<file path="config.mk">
export PLATFORM = sky130hd
export DESIGN_NAME = data_slice
export DESIGN_NICKNAME = d
export VERILOG_FILES = /design/src/rtl/data_slice.sv
export SDC_FILE = /design/constraint.sdc
export NUM_CORES = 1
export LEC_CHECK = 0
export BUFFER_PORTS_ARGS = -buffer_cell sky130_fd_sc_hd__buf_2
export CAP_MARGIN = 20
export CORE_MARGIN = 3
export CORE_UTILIZATION = 43
export CTS_CLUSTER_DIAMETER = 80
export CTS_CLUSTER_SIZE = 24
export DETAILED_ROUTE_END_ITERATION = 7
export PLACE_DENSITY = 0.77
export SLEW_MARGIN = 20
export SYNTH_ARGS = -nofsm -noshare
export SYNTH_HDL_FRONTEND = slang
export SYNTH_SLANG_ARGS = --single-unit
</file>
<file path="constraint.sdc">
create_clock -name clk -period 2.2 [get_ports clk]
set_input_delay 0.44 -clock clk [delete_from_list [all_inputs] [get_ports clk]]
set_output_delay 0.44 -clock clk [all_outputs]
set_load 0.02 [all_outputs]
</file>
<file path="src/rtl/data_slice.sv">
// Registered 64-bit word to eight-lane splitter with optional byte-reverse lane order.
// Define DATA_SLICE_PARITY_EN to add the registered per-lane parity output o_par.
module data_slice #(
    parameter int LANE_W    = 8,
    parameter int RESET_VAL = 0
) (
    input  logic                clk,
    input  logic                rst,
    input  logic                in_valid,
    input  logic                rev,
    input  logic [8*LANE_W-1:0] data_in,
    output logic                out_valid,
`ifdef DATA_SLICE_PARITY_EN
    output logic [7:0]          o_par,
`endif
    output logic [LANE_W-1:0]   o0,
    output logic [LANE_W-1:0]   o1,
    output logic [LANE_W-1:0]   o2,
    output logic [LANE_W-1:0]   o3,
    output logic [LANE_W-1:0]   o4,
    output logic [LANE_W-1:0]   o5,
    output logic [LANE_W-1:0]   o6,
    output logic [LANE_W-1:0]   o7
);

    localparam logic [LANE_W-1:0] RST_LANE = LANE_W'(RESET_VAL);

    logic [7:0][LANE_W-1:0] lane_d, lane_q;
    logic                   valid_d, valid_q;

    // Lanes only move on a capture; rev is looked at on that same edge and nowhere else.
    always_comb begin
        lane_d  = lane_q;
        valid_d = in_valid;
        if (in_valid) begin
            for (int k = 0; k < 8; k++) begin
                lane_d[k] = rev ? data_in[LANE_W*(7-k) +: LANE_W]
                                : data_in[LANE_W*k +: LANE_W];
            end
        end
    end

    always_ff @(posedge clk or posedge rst) begin
        if (rst) begin
            lane_q  <= {8{RST_LANE}};
            valid_q <= 1'b0;
        end else begin
            lane_q  <= lane_d;
            valid_q <= valid_d;
        end
    end

`ifdef DATA_SLICE_PARITY_EN
    logic [7:0] par_d, par_q;

    // Parity is taken from the value entering each lane so it stays aligned with the lane.
    always_comb begin
        par_d = par_q;
        if (in_valid) begin
            for (int k = 0; k < 8; k++) begin
                par_d[k] = ^lane_d[k];
            end
        end
    end

    always_ff @(posedge clk or posedge rst) begin
        if (rst) begin
            par_q <= {8{^RST_LANE}};
        end else begin
            par_q <= par_d;
        end
    end

    assign o_par = par_q;
`endif

    assign out_valid = valid_q;
    assign o0 = lane_q[0];
    assign o1 = lane_q[1];
    assign o2 = lane_q[2];
    assign o3 = lane_q[3];
    assign o4 = lane_q[4];
    assign o5 = lane_q[5];
    assign o6 = lane_q[6];
    assign o7 = lane_q[7];

endmodule

</file>
Yosys cells after proc, flatten, opt, wreduce, memory -nomap -nowiden

Cells that the tools add are included.

Add/sub/neg operators: 0
Multiply operators: 0
Divide/modulo/power cells: 0
Order comparisons: 0
Equality and inequality tests: 0
Shift-type cells: 0
Multiplexer cells: 8
Bitwise logic cells: 0
Reduce and logical (&&, ||, !) cells: 0

Operator list:

| cell              | number |
|---|---|
| two-way mux 8 bit | 8 |

Register bits after elaboration: 65
Bits in latches: 0
Memory bits (writable): 0
ROM bits: 0
Input bits: 68
Output and inout port bits: 65
Word-level logic and storage cells: 17
Memories: 0

Longest topological paths before layout

Gate-level depths: netlist of the first run.

Depth after elaboration: 1
Gate-level depth with buffers: 4
Mapped depth without buffers: 2

Worst setup path after synthesis of the first run

No wires, ideal clock.

Kind: input port to flip-flop
Start point: in rev
End point: reg lane_q (netlist bit o2[0])
Arrival time: 993 ps
Setup slack: 1070 ps
Stages on the path: 4
Cells stage by stage: buf_6 -> buf_8 -> mux2i_1 -> a21oi_1

Longest elaborated chain between the ends: 1

Ends and longest elaborated chain:

| element              | RTL line | text |
|---|---|---|
| start, declared      | 10       | `input logic rev,` |
| two-way mux 8 bit    | 37       | `lane_d[k] = rev ? data_in[LANE_W*(7-k) +: LANE_W]` |
| end signal, assigned | 45       | `lane_q <= {8{RST_LANE}};` |
| end signal, assigned | 48       | `lane_q <= lane_d;` |
| end, declared        | 28       | `logic [7:0][LANE_W-1:0] lane_d, lane_q;` |

No other way between the ends.
A chain may end at the register's enable or synchronous reset.

Final worst setup path of the first run

Start point: reg lane_q (netlist bit o3[2])
End point: out o3[2]

RTL lines:

| element       | RTL line | text |
|---|---|---|
| end, declared | 19       | `output logic [LANE_W-1:0] o3,` |

No word-level cell between the ends.

==> results of run 1 <==
layout by cell type (no fill, tap or decap):
| master | n |
|---|---|
| sky130_fd_sc_hd__a21oi_1 | 64 |
| sky130_fd_sc_hd__inv_2 | 1 |
| sky130_fd_sc_hd__dfrtp_1 | 65 |
| sky130_fd_sc_hd__bufinv_16 | 1 |
| sky130_fd_sc_hd__buf_4 | 2 |
| sky130_fd_sc_hd__nor2_1 | 64 |
| sky130_fd_sc_hd__mux2i_1 | 64 |
| sky130_fd_sc_hd__buf_12 | 3 |
| sky130_fd_sc_hd__clkinv_2 | 1 |
| sky130_fd_sc_hd__buf_2 | 130 |
| sky130_fd_sc_hd__clkbuf_8 | 12 |
| sky130_fd_sc_hd__clkbuf_1 | 2 |
metal layers:
metal  track usage [%]  vias up  wire length [um]
met5                 0        -                 0
met4              7.58        0               107
met3              5.16       12               525
met2              27.1       87              3180
met1              20.5     1108              2750
li1                  -     1217                 -
flip-flops by register name, indices dropped and copies added (netlist names):
name / cells
o0: 8
o1: 8
o2: 8
o3: 8
o4: 8
o5: 8
o6: 8
o7: 8
out_valid: 1
power breakdown:
group / switching [mW] / total (mW) / internal, mW
Clock: 0.431 / 1.05 / 0.616
Sequential: 0.0683 / 1.39 / 1.32
Combinational: 0.398 / 0.644 / 0.246
path summary, 6_finish.rpt:
check	from	to	slack [ns]
setup reg to reg	o3[2]	o3[2]	1.51
hold reg to reg	o7[5]	o7[5]	0.52
min in group clk	data_in[35]	o4[3]	0.42
max in group asynchronous	rst	o7[4]	1.75
setup / recovery	o3[2]	o3[2]	0.87
hold / removal	rst	o1[7]	0.15
layout make-up:
type / count / share of cell area, %
Clock buffer: 14 / 4.47
Tap cell: 77 / 2.50
Clock inverter: 2 / 0.907
Sequential cell: 65 / 42.1
Inverter: 1 / 0.0972
Timing Repair Buffer: 135 / 18.8
Multi-Input combinational cell: 192 / 31.1
logic make-up after synthesis:
| family | share of synthesized area [%] |
|---|---|
| flops | 54.3 |
| mux | 21.4 |
| simple gates | 8.02 |
| compound gates | 10.7 |
| buf+inv | 5.60 |
==> run_summary.xml, run 1 <==
<?xml version="1.0" encoding="UTF-8"?>
<metrics>
  <group name="hold_path">
    <metric name="hp-class" unit="">primary input to asynchronous set/reset pin</metric>
  </group>
  <group name="cells_and_area">
    <metric name="final.fill_count" unit="">582</metric>
    <metric name="fin_nets" unit="">472</metric>
    <metric name="finalNonFillerCells" unit="">486</metric>
    <metric name="total_area_of_multi_input_combinational_cells" unit="mm2">0.00120</metric>
    <metric name="final_area" unit="mm2">0.00386</metric>
    <metric name="layout.core_utilization" unit="%">59.1</metric>
    <metric name="diodes" unit="">0</metric>
    <metric name="layout.area.seq" unit="mm2">0.00163</metric>
    <metric name="area_growth_syn_to_layout" unit="%">28.9</metric>
    <metric name="final_layout_size_suffix_gt1_share" unit="%">36.7</metric>
  </group>
  <group name="route">
    <metric name="wl_per_cell" unit="um">13.5</metric>
    <metric name="vias" unit="">2424</metric>
    <metric name="drt_iter0_drc" unit="">82</metric>
    <metric name="detail-route-antenna-nets" unit="">0</metric>
    <metric name="drc" unit="">0</metric>
    <metric name="post_drt_via_cell_ratio" unit="">4.99</metric>
    <metric name="dr.pass1.iters" unit="">4</metric>
    <metric name="finalWirelength" unit="um">6560</metric>
  </group>
  <group name="yosys">
    <metric name="syn_avg_cell_area" unit="um2">10.7</metric>
    <metric name="yosysSeqAreaShare" unit="%">54.3</metric>
    <metric name="most_instantiated_flip_flop_cell_in_the_synthesis_netlist" unit="">sky130_fd_sc_hd__dfrtp_1</metric>
    <metric name="synth.area.top_cells" unit="">sky130_fd_sc_hd__dfrtp_1 54%, sky130_fd_sc_hd__mux2i_1 21%, sky130_fd_sc_hd__a21oi_1 11%</metric>
    <metric name="synth_warnings" unit="">0</metric>
    <metric name="synthesis.nets" unit="">347</metric>
    <metric name="syn_area" unit="mm2">0.00300</metric>
    <metric name="synth_top_cells_by_count" unit="">65 x sky130_fd_sc_hd__dfrtp_1, 64 x sky130_fd_sc_hd__a21oi_1, 64 x sky130_fd_sc_hd__mux2i_1, 64 x sky130_fd_sc_hd__nor2_1, 8 x sky130_fd_sc_hd__buf_2</metric>
    <metric name="flop_and_latch_count_out_of_synthesis" unit="">65</metric>
    <metric name="synth_top_area_share" unit="%">54.3</metric>
    <metric name="synth_cell_types" unit="">10</metric>
    <metric name="asr_flop_ratio_synth" unit="%">100</metric>
    <metric name="synthCells" unit="">279</metric>
    <metric name="synth-edff-count" unit="">0</metric>
    <metric name="synth.most_common_cell" unit="">sky130_fd_sc_hd__dfrtp_1</metric>
    <metric name="synth_top_area_cell" unit="">sky130_fd_sc_hd__dfrtp_1</metric>
  </group>
  <group name="clocking">
    <metric name="tritoncts" unit="">done</metric>
    <metric name="htreeDepth" unit="">3</metric>
    <metric name="cts.path.max_buffers" unit="">2</metric>
    <metric name="cts.root.buffer_cell" unit="">sky130_fd_sc_hd__clkbuf_8</metric>
    <metric name="post_cts_hold_buffer_count" unit="">0</metric>
    <metric name="clock_insertion_delay_worst_skew" unit="ns">0.33</metric>
    <metric name="tritoncts.num_buffers" unit="">9</metric>
    <metric name="clock-sinks" unit="">65</metric>
    <metric name="post_cts_resized" unit="">0</metric>
    <metric name="cts_post_setup_buffers_inserted" unit="">0</metric>
    <metric name="clkTransAtPathRegs" unit="ns">0.07</metric>
  </group>
  <group name="timing">
    <metric name="report.final.hold_viol_count" unit="">0</metric>
    <metric name="whs" unit="ns">0.154</metric>
    <metric name="tightest_slew" unit="ns">0.490</metric>
    <metric name="report.final.setup_viol" unit="">0</metric>
    <metric name="setup_tns" unit="ns">0</metric>
    <metric name="final.min_clock_period" unit="ns">1.33</metric>
    <metric name="rsz0062_at_grt" unit="">no</metric>
    <metric name="max_freq" unit="MHz">752</metric>
    <metric name="finClkSkew" unit="ns">0</metric>
    <metric name="drv_slew" unit="">0</metric>
    <metric name="layout_setup_ws" unit="ns">0.869</metric>
    <metric name="slew-limit-headroom" unit="%">67.3</metric>
    <metric name="layout_worst_path_cycle_share" unit="%">60.5</metric>
  </group>
  <group name="power">
    <metric name="cellLeakagePower" unit="nW">1.96</metric>
    <metric name="power_density" unit="mW/mm2">798</metric>
    <metric name="pnr_total_power" unit="mW">3.08</metric>
    <metric name="max-vdd-ir-drop" unit="mV">0.449</metric>
  </group>
  <group name="floorplanning">
    <metric name="core_region_area" unit="mm2">0.00653</metric>
    <metric name="initial_standard_cell_utilization_of_the_core" unit="%">45.9</metric>
    <metric name="design.die.area" unit="mm2">0.00800</metric>
    <metric name="rows" unit="">29</metric>
    <metric name="top_level_ports" unit="">133</metric>
    <metric name="chipHeight" unit="um">89.5</metric>
    <metric name="die_w" unit="um">89.5</metric>
  </group>
  <group name="global_route">
    <metric name="antenna_found_initial" unit="">0</metric>
    <metric name="number_of_global_route_vias_before_repair" unit="">2328</metric>
    <metric name="grtUsageTotal" unit="%">16.7</metric>
    <metric name="grt_start_max_net_pins" unit="">130</metric>
    <metric name="grt_pass1_wl" unit="um">10400</metric>
    <metric name="overflow" unit="">0</metric>
  </group>
  <group name="critical_path">
    <metric name="cp_max_fo" unit="">2</metric>
    <metric name="critPathCaptureType" unit="">primary output</metric>
    <metric name="worst-setup-path-type" unit="">flop to primary output</metric>
    <metric name="crit_required" unit="ns">1.76</metric>
    <metric name="cp_cell_sequence" unit="">buf_2</metric>
    <metric name="timing.critical_path.arrival" unit="ns">0.89</metric>
    <metric name="cp_slowest_cell" unit="">sky130_fd_sc_hd__dfrtp_1</metric>
    <metric name="worstRegToRegCells" unit="">2</metric>
    <metric name="crit_family" unit="">flip-flops</metric>
    <metric name="crit_cells" unit="">1</metric>
    <metric name="cp_slowest_stage_delay" unit="ns">0.40</metric>
    <metric name="cp.buffers_inverters" unit="">1</metric>
    <metric name="start_kind" unit="">flop</metric>
  </group>
  <group name="run">
    <metric name="maxCapViolations" unit="">0</metric>
  </group>
  <group name="place">
    <metric name="hpwlAfterDp" unit="um">4580</metric>
    <metric name="placement.io_buffers" unit="">132</metric>
    <metric name="placed_cells" unit="">470</metric>
    <metric name="routabilityCongestion" unit="">0.739</metric>
    <metric name="pre_cts_ws" unit="ns">0.782</metric>
    <metric name="detailed_place.area" unit="mm2">0.00365</metric>
  </group>
  <group name="status">
    <metric name="outcome" unit="">completed</metric>
  </group>
</metrics>
Power figures use the tool's default switching activity.
==> inputs of run 2 (changes only) <==
--- a/config.mk
+++ b/config.mk
@@ -8,11 +8,11 @@
 export BUFFER_PORTS_ARGS = -buffer_cell sky130_fd_sc_hd__buf_2
 export CAP_MARGIN = 20
 export CORE_MARGIN = 3
-export CORE_UTILIZATION = 43
+export CORE_UTILIZATION = 47
 export CTS_CLUSTER_DIAMETER = 80
 export CTS_CLUSTER_SIZE = 24
 export DETAILED_ROUTE_END_ITERATION = 7
-export PLACE_DENSITY = 0.77
+export PLACE_DENSITY = 0.8
 export SLEW_MARGIN = 20
 export SYNTH_ARGS = -nofsm -noshare
 export SYNTH_HDL_FRONTEND = slang
==> constraint.sdc (replaced) <==
create_clock -name clk -period 1.4 [get_ports clk]
set_input_delay 0.28 -clock clk [delete_from_list [all_inputs] [get_ports clk]]
set_output_delay 0.28 -clock clk [all_outputs]
set_load 0.02 [all_outputs]
==> run 2 against run 1 <==
  * Sequential share of layout area decreased by 0.30 points
  * Critical path depth did not move
  * Flip-flop and latch count is the same
  * Count of clock-buffer cells in the layout decreased by 1
  * Wire length increased by 3.6%
  * Global-route usage is 2.2 points higher
  * Combinational power increased by 61%
  * Clock skew did not move
  * Non-clock buffer count increased by 3
  * Critical endpoint is now o7[3]
  * Largest power group unchanged
==> run_summary.xml, run 2 (same netlist as run 1, synthesis figures left out) <==
<?xml version="1.0" encoding="UTF-8"?>
<metrics>
  <group name="global_route">
    <metric name="grt_pass1_wl" unit="um">11100</metric>
    <metric name="grt_start_max_net_pins" unit="">66</metric>
    <metric name="number_of_global_route_vias_before_repair" unit="">2360</metric>
    <metric name="grtUsageTotal" unit="%">18.9</metric>
    <metric name="overflow" unit="">0</metric>
    <metric name="antenna_found_initial" unit="">0</metric>
  </group>
  <group name="timing">
    <metric name="final.min_clock_period" unit="ns">1.16</metric>
    <metric name="slew-limit-headroom" unit="%">77.3</metric>
    <metric name="layout_worst_path_cycle_share" unit="%">82.9</metric>
    <metric name="drv_slew" unit="">0</metric>
    <metric name="layout_setup_ws" unit="ns">0.239</metric>
    <metric name="setup_tns" unit="ns">0</metric>
    <metric name="rsz0062_at_grt" unit="">no</metric>
    <metric name="finClkSkew" unit="ns">0</metric>
    <metric name="max_freq" unit="MHz">861</metric>
    <metric name="report.final.setup_viol" unit="">0</metric>
    <metric name="tightest_slew" unit="ns">0.341</metric>
    <metric name="report.final.hold_viol_count" unit="">0</metric>
  </group>
  <group name="place">
    <metric name="placement.io_buffers" unit="">132</metric>
    <metric name="placed_cells" unit="">471</metric>
    <metric name="pre_cts_ws" unit="ns">0.192</metric>
    <metric name="hpwlAfterDp" unit="um">4980</metric>
    <metric name="detailed_place.area" unit="mm2">0.00371</metric>
    <metric name="routabilityCongestion" unit="">0.816</metric>
  </group>
  <group name="cells_and_area">
    <metric name="mostFrequentLayoutCell" unit="">sky130_fd_sc_hd__buf_2</metric>
    <metric name="diodes" unit="">0</metric>
    <metric name="area_growth_syn_to_layout" unit="%">29.8</metric>
    <metric name="layout.core_utilization" unit="%">64.2</metric>
    <metric name="final_layout_size_suffix_gt1_share" unit="%">37.1</metric>
    <metric name="final.fill_count" unit="">520</metric>
    <metric name="finalNonFillerCells" unit="">487</metric>
    <metric name="layout.area.seq" unit="mm2">0.00163</metric>
    <metric name="total_area_of_multi_input_combinational_cells" unit="mm2">0.00120</metric>
    <metric name="fin_nets" unit="">475</metric>
    <metric name="mostFrequentLayoutCells" unit="">130 x sky130_fd_sc_hd__buf_2, 65 x sky130_fd_sc_hd__dfrtp_1, 64 x sky130_fd_sc_hd__mux2i_1, 64 x sky130_fd_sc_hd__nor2_1, 64 x sky130_fd_sc_hd__a21oi_1</metric>
    <metric name="final_area" unit="mm2">0.00389</metric>
  </group>
  <group name="route">
    <metric name="drc" unit="">0</metric>
    <metric name="vias" unit="">2467</metric>
    <metric name="drt_iter0_drc" unit="">94</metric>
    <metric name="finalWirelength" unit="um">6800</metric>
    <metric name="post_drt_via_cell_ratio" unit="">5.07</metric>
    <metric name="wl_per_cell" unit="um">14.0</metric>
    <metric name="dr.pass1.iters" unit="">4</metric>
    <metric name="detail-route-antenna-nets" unit="">0</metric>
  </group>
  <group name="clocking">
    <metric name="htreeDepth" unit="">3</metric>
    <metric name="post_cts_hold_buffer_count" unit="">0</metric>
    <metric name="clock_insertion_delay_worst_skew" unit="ns">0.31</metric>
    <metric name="clkTransAtPathRegs" unit="ns">0.07</metric>
    <metric name="cts.root.buffer_cell" unit="">sky130_fd_sc_hd__clkbuf_8</metric>
    <metric name="tritoncts.num_buffers" unit="">9</metric>
    <metric name="clock-sinks" unit="">65</metric>
    <metric name="post_cts_resized" unit="">0</metric>
    <metric name="cts_post_setup_buffers_inserted" unit="">0</metric>
    <metric name="cts.path.max_buffers" unit="">2</metric>
    <metric name="tritoncts" unit="">done</metric>
  </group>
  <group name="critical_path">
    <metric name="regToRegStartpoint" unit="">o0[1]</metric>
    <metric name="crit_required" unit="ns">1.12</metric>
    <metric name="timing.critical_path.arrival" unit="ns">0.88</metric>
    <metric name="start_kind" unit="">flop</metric>
    <metric name="cp.buffers_inverters" unit="">1</metric>
    <metric name="cp_max_fo" unit="">2</metric>
    <metric name="crit_family" unit="">flip-flops</metric>
    <metric name="worst-setup-path-type" unit="">flop to primary output</metric>
    <metric name="critPathCaptureType" unit="">primary output</metric>
    <metric name="cp_cell_sequence" unit="">buf_2</metric>
    <metric name="cp_slowest_cell" unit="">sky130_fd_sc_hd__dfrtp_1</metric>
    <metric name="cp_slowest_stage_delay" unit="ns">0.40</metric>
    <metric name="critical_path.startpoint" unit="">o7[3]</metric>
  </group>
  <group name="power">
    <metric name="cellLeakagePower" unit="nW">1.97</metric>
    <metric name="max-vdd-ir-drop" unit="mV">0.656</metric>
    <metric name="power.switching" unit="mW">1.40</metric>
    <metric name="power.sequential.fraction" unit="%">47.3</metric>
    <metric name="power_density" unit="mW/mm2">1190</metric>
    <metric name="netSwitchingFraction" unit="%">30.4</metric>
    <metric name="clock_power_share" unit="%">30.1</metric>
    <metric name="share_comb_of_total_power" unit="%">22.6</metric>
    <metric name="p_int" unit="mW">3.21</metric>
  </group>
  <group name="floorplanning">
    <metric name="top_level_ports" unit="">133</metric>
    <metric name="chipHeight" unit="um">85.8</metric>
    <metric name="die_w" unit="um">85.8</metric>
    <metric name="rows" unit="">28</metric>
    <metric name="design.die.area" unit="mm2">0.00737</metric>
    <metric name="core_region_area" unit="mm2">0.00606</metric>
    <metric name="initial_standard_cell_utilization_of_the_core" unit="%">49.4</metric>
  </group>
  <group name="hold_path">
    <metric name="hp-class" unit="">primary input to asynchronous set/reset pin</metric>
  </group>
  <group name="status">
    <metric name="outcome" unit="">completed</metric>
  </group>
  <group name="run">
    <metric name="maxCapViolations" unit="">0</metric>
  </group>
</metrics>
run 2: changes by cell type in the layout (fill, tap and decap cells not counted), sizes merged:
cell | previous run | this run
clkinv | 1 | 3
bufinv | 1 | 0
clkbuf | 14 | 13
inv | 1 | 0
clkinvlp | 0 | 1
buf | 135 | 138
run 2: worst paths after layout:
check	endpoint	slack [ns]	cells after the start
min in group clk	o3[4]	0.27	3
max reg2reg	o0[1]	0.69	2
max	o7[3]	0.24	1
min reg2reg	o0[7]	0.51	2
min	o5[5]	0.04	3
max in group asynchronous	o5[3]	1.07	3
run 2: layout make-up:
type                    count  share of cell area [%]
clock buffers              13                    4.09
clock inverters             3                   0.386
inverters                   1                   0.193
multi-input cells         192                    30.9
flip-flops and latches     65                    41.8
well taps                  75                    2.41
repair buffers            138                    20.2
run 2: metal layers:
layer	track usage (%)	wire [um]	up-vias
li1	-	-	1215
met5	0	0	-
met1	24.9	2930	1174
met2	30.8	3380	76
met4	6.47	41	0
met3	4.42	441	2
run 2: worst min-delay path, stage by stage:
cell and delay [ns]:
sky130_fd_sc_hd__buf_2 0.11, sky130_fd_sc_hd__clkinvlp_4 0.07, sky130_fd_sc_hd__buf_12 0.30
run 2: power by group through the flow:
stage               clock (mW)  sequential, mW  combinational (mW)
floorplan                    0            2.46               0.398
global placement             0            2.21                1.03
detailed placement           0            2.21                1.06
CTS                       1.44            2.18                1.06
global route              1.54            2.21                1.14
finish                    1.39            2.18                1.04
run 2: per-stage QoR:
step	hold slack, ns	power, mW
after detailed placement	0.403	3.27
after floorplan	0.311	2.86
after CTS	0.0461	4.68
final	0.0433	4.61
after global placement	0.402	3.24
after global routing	0.0593	4.88
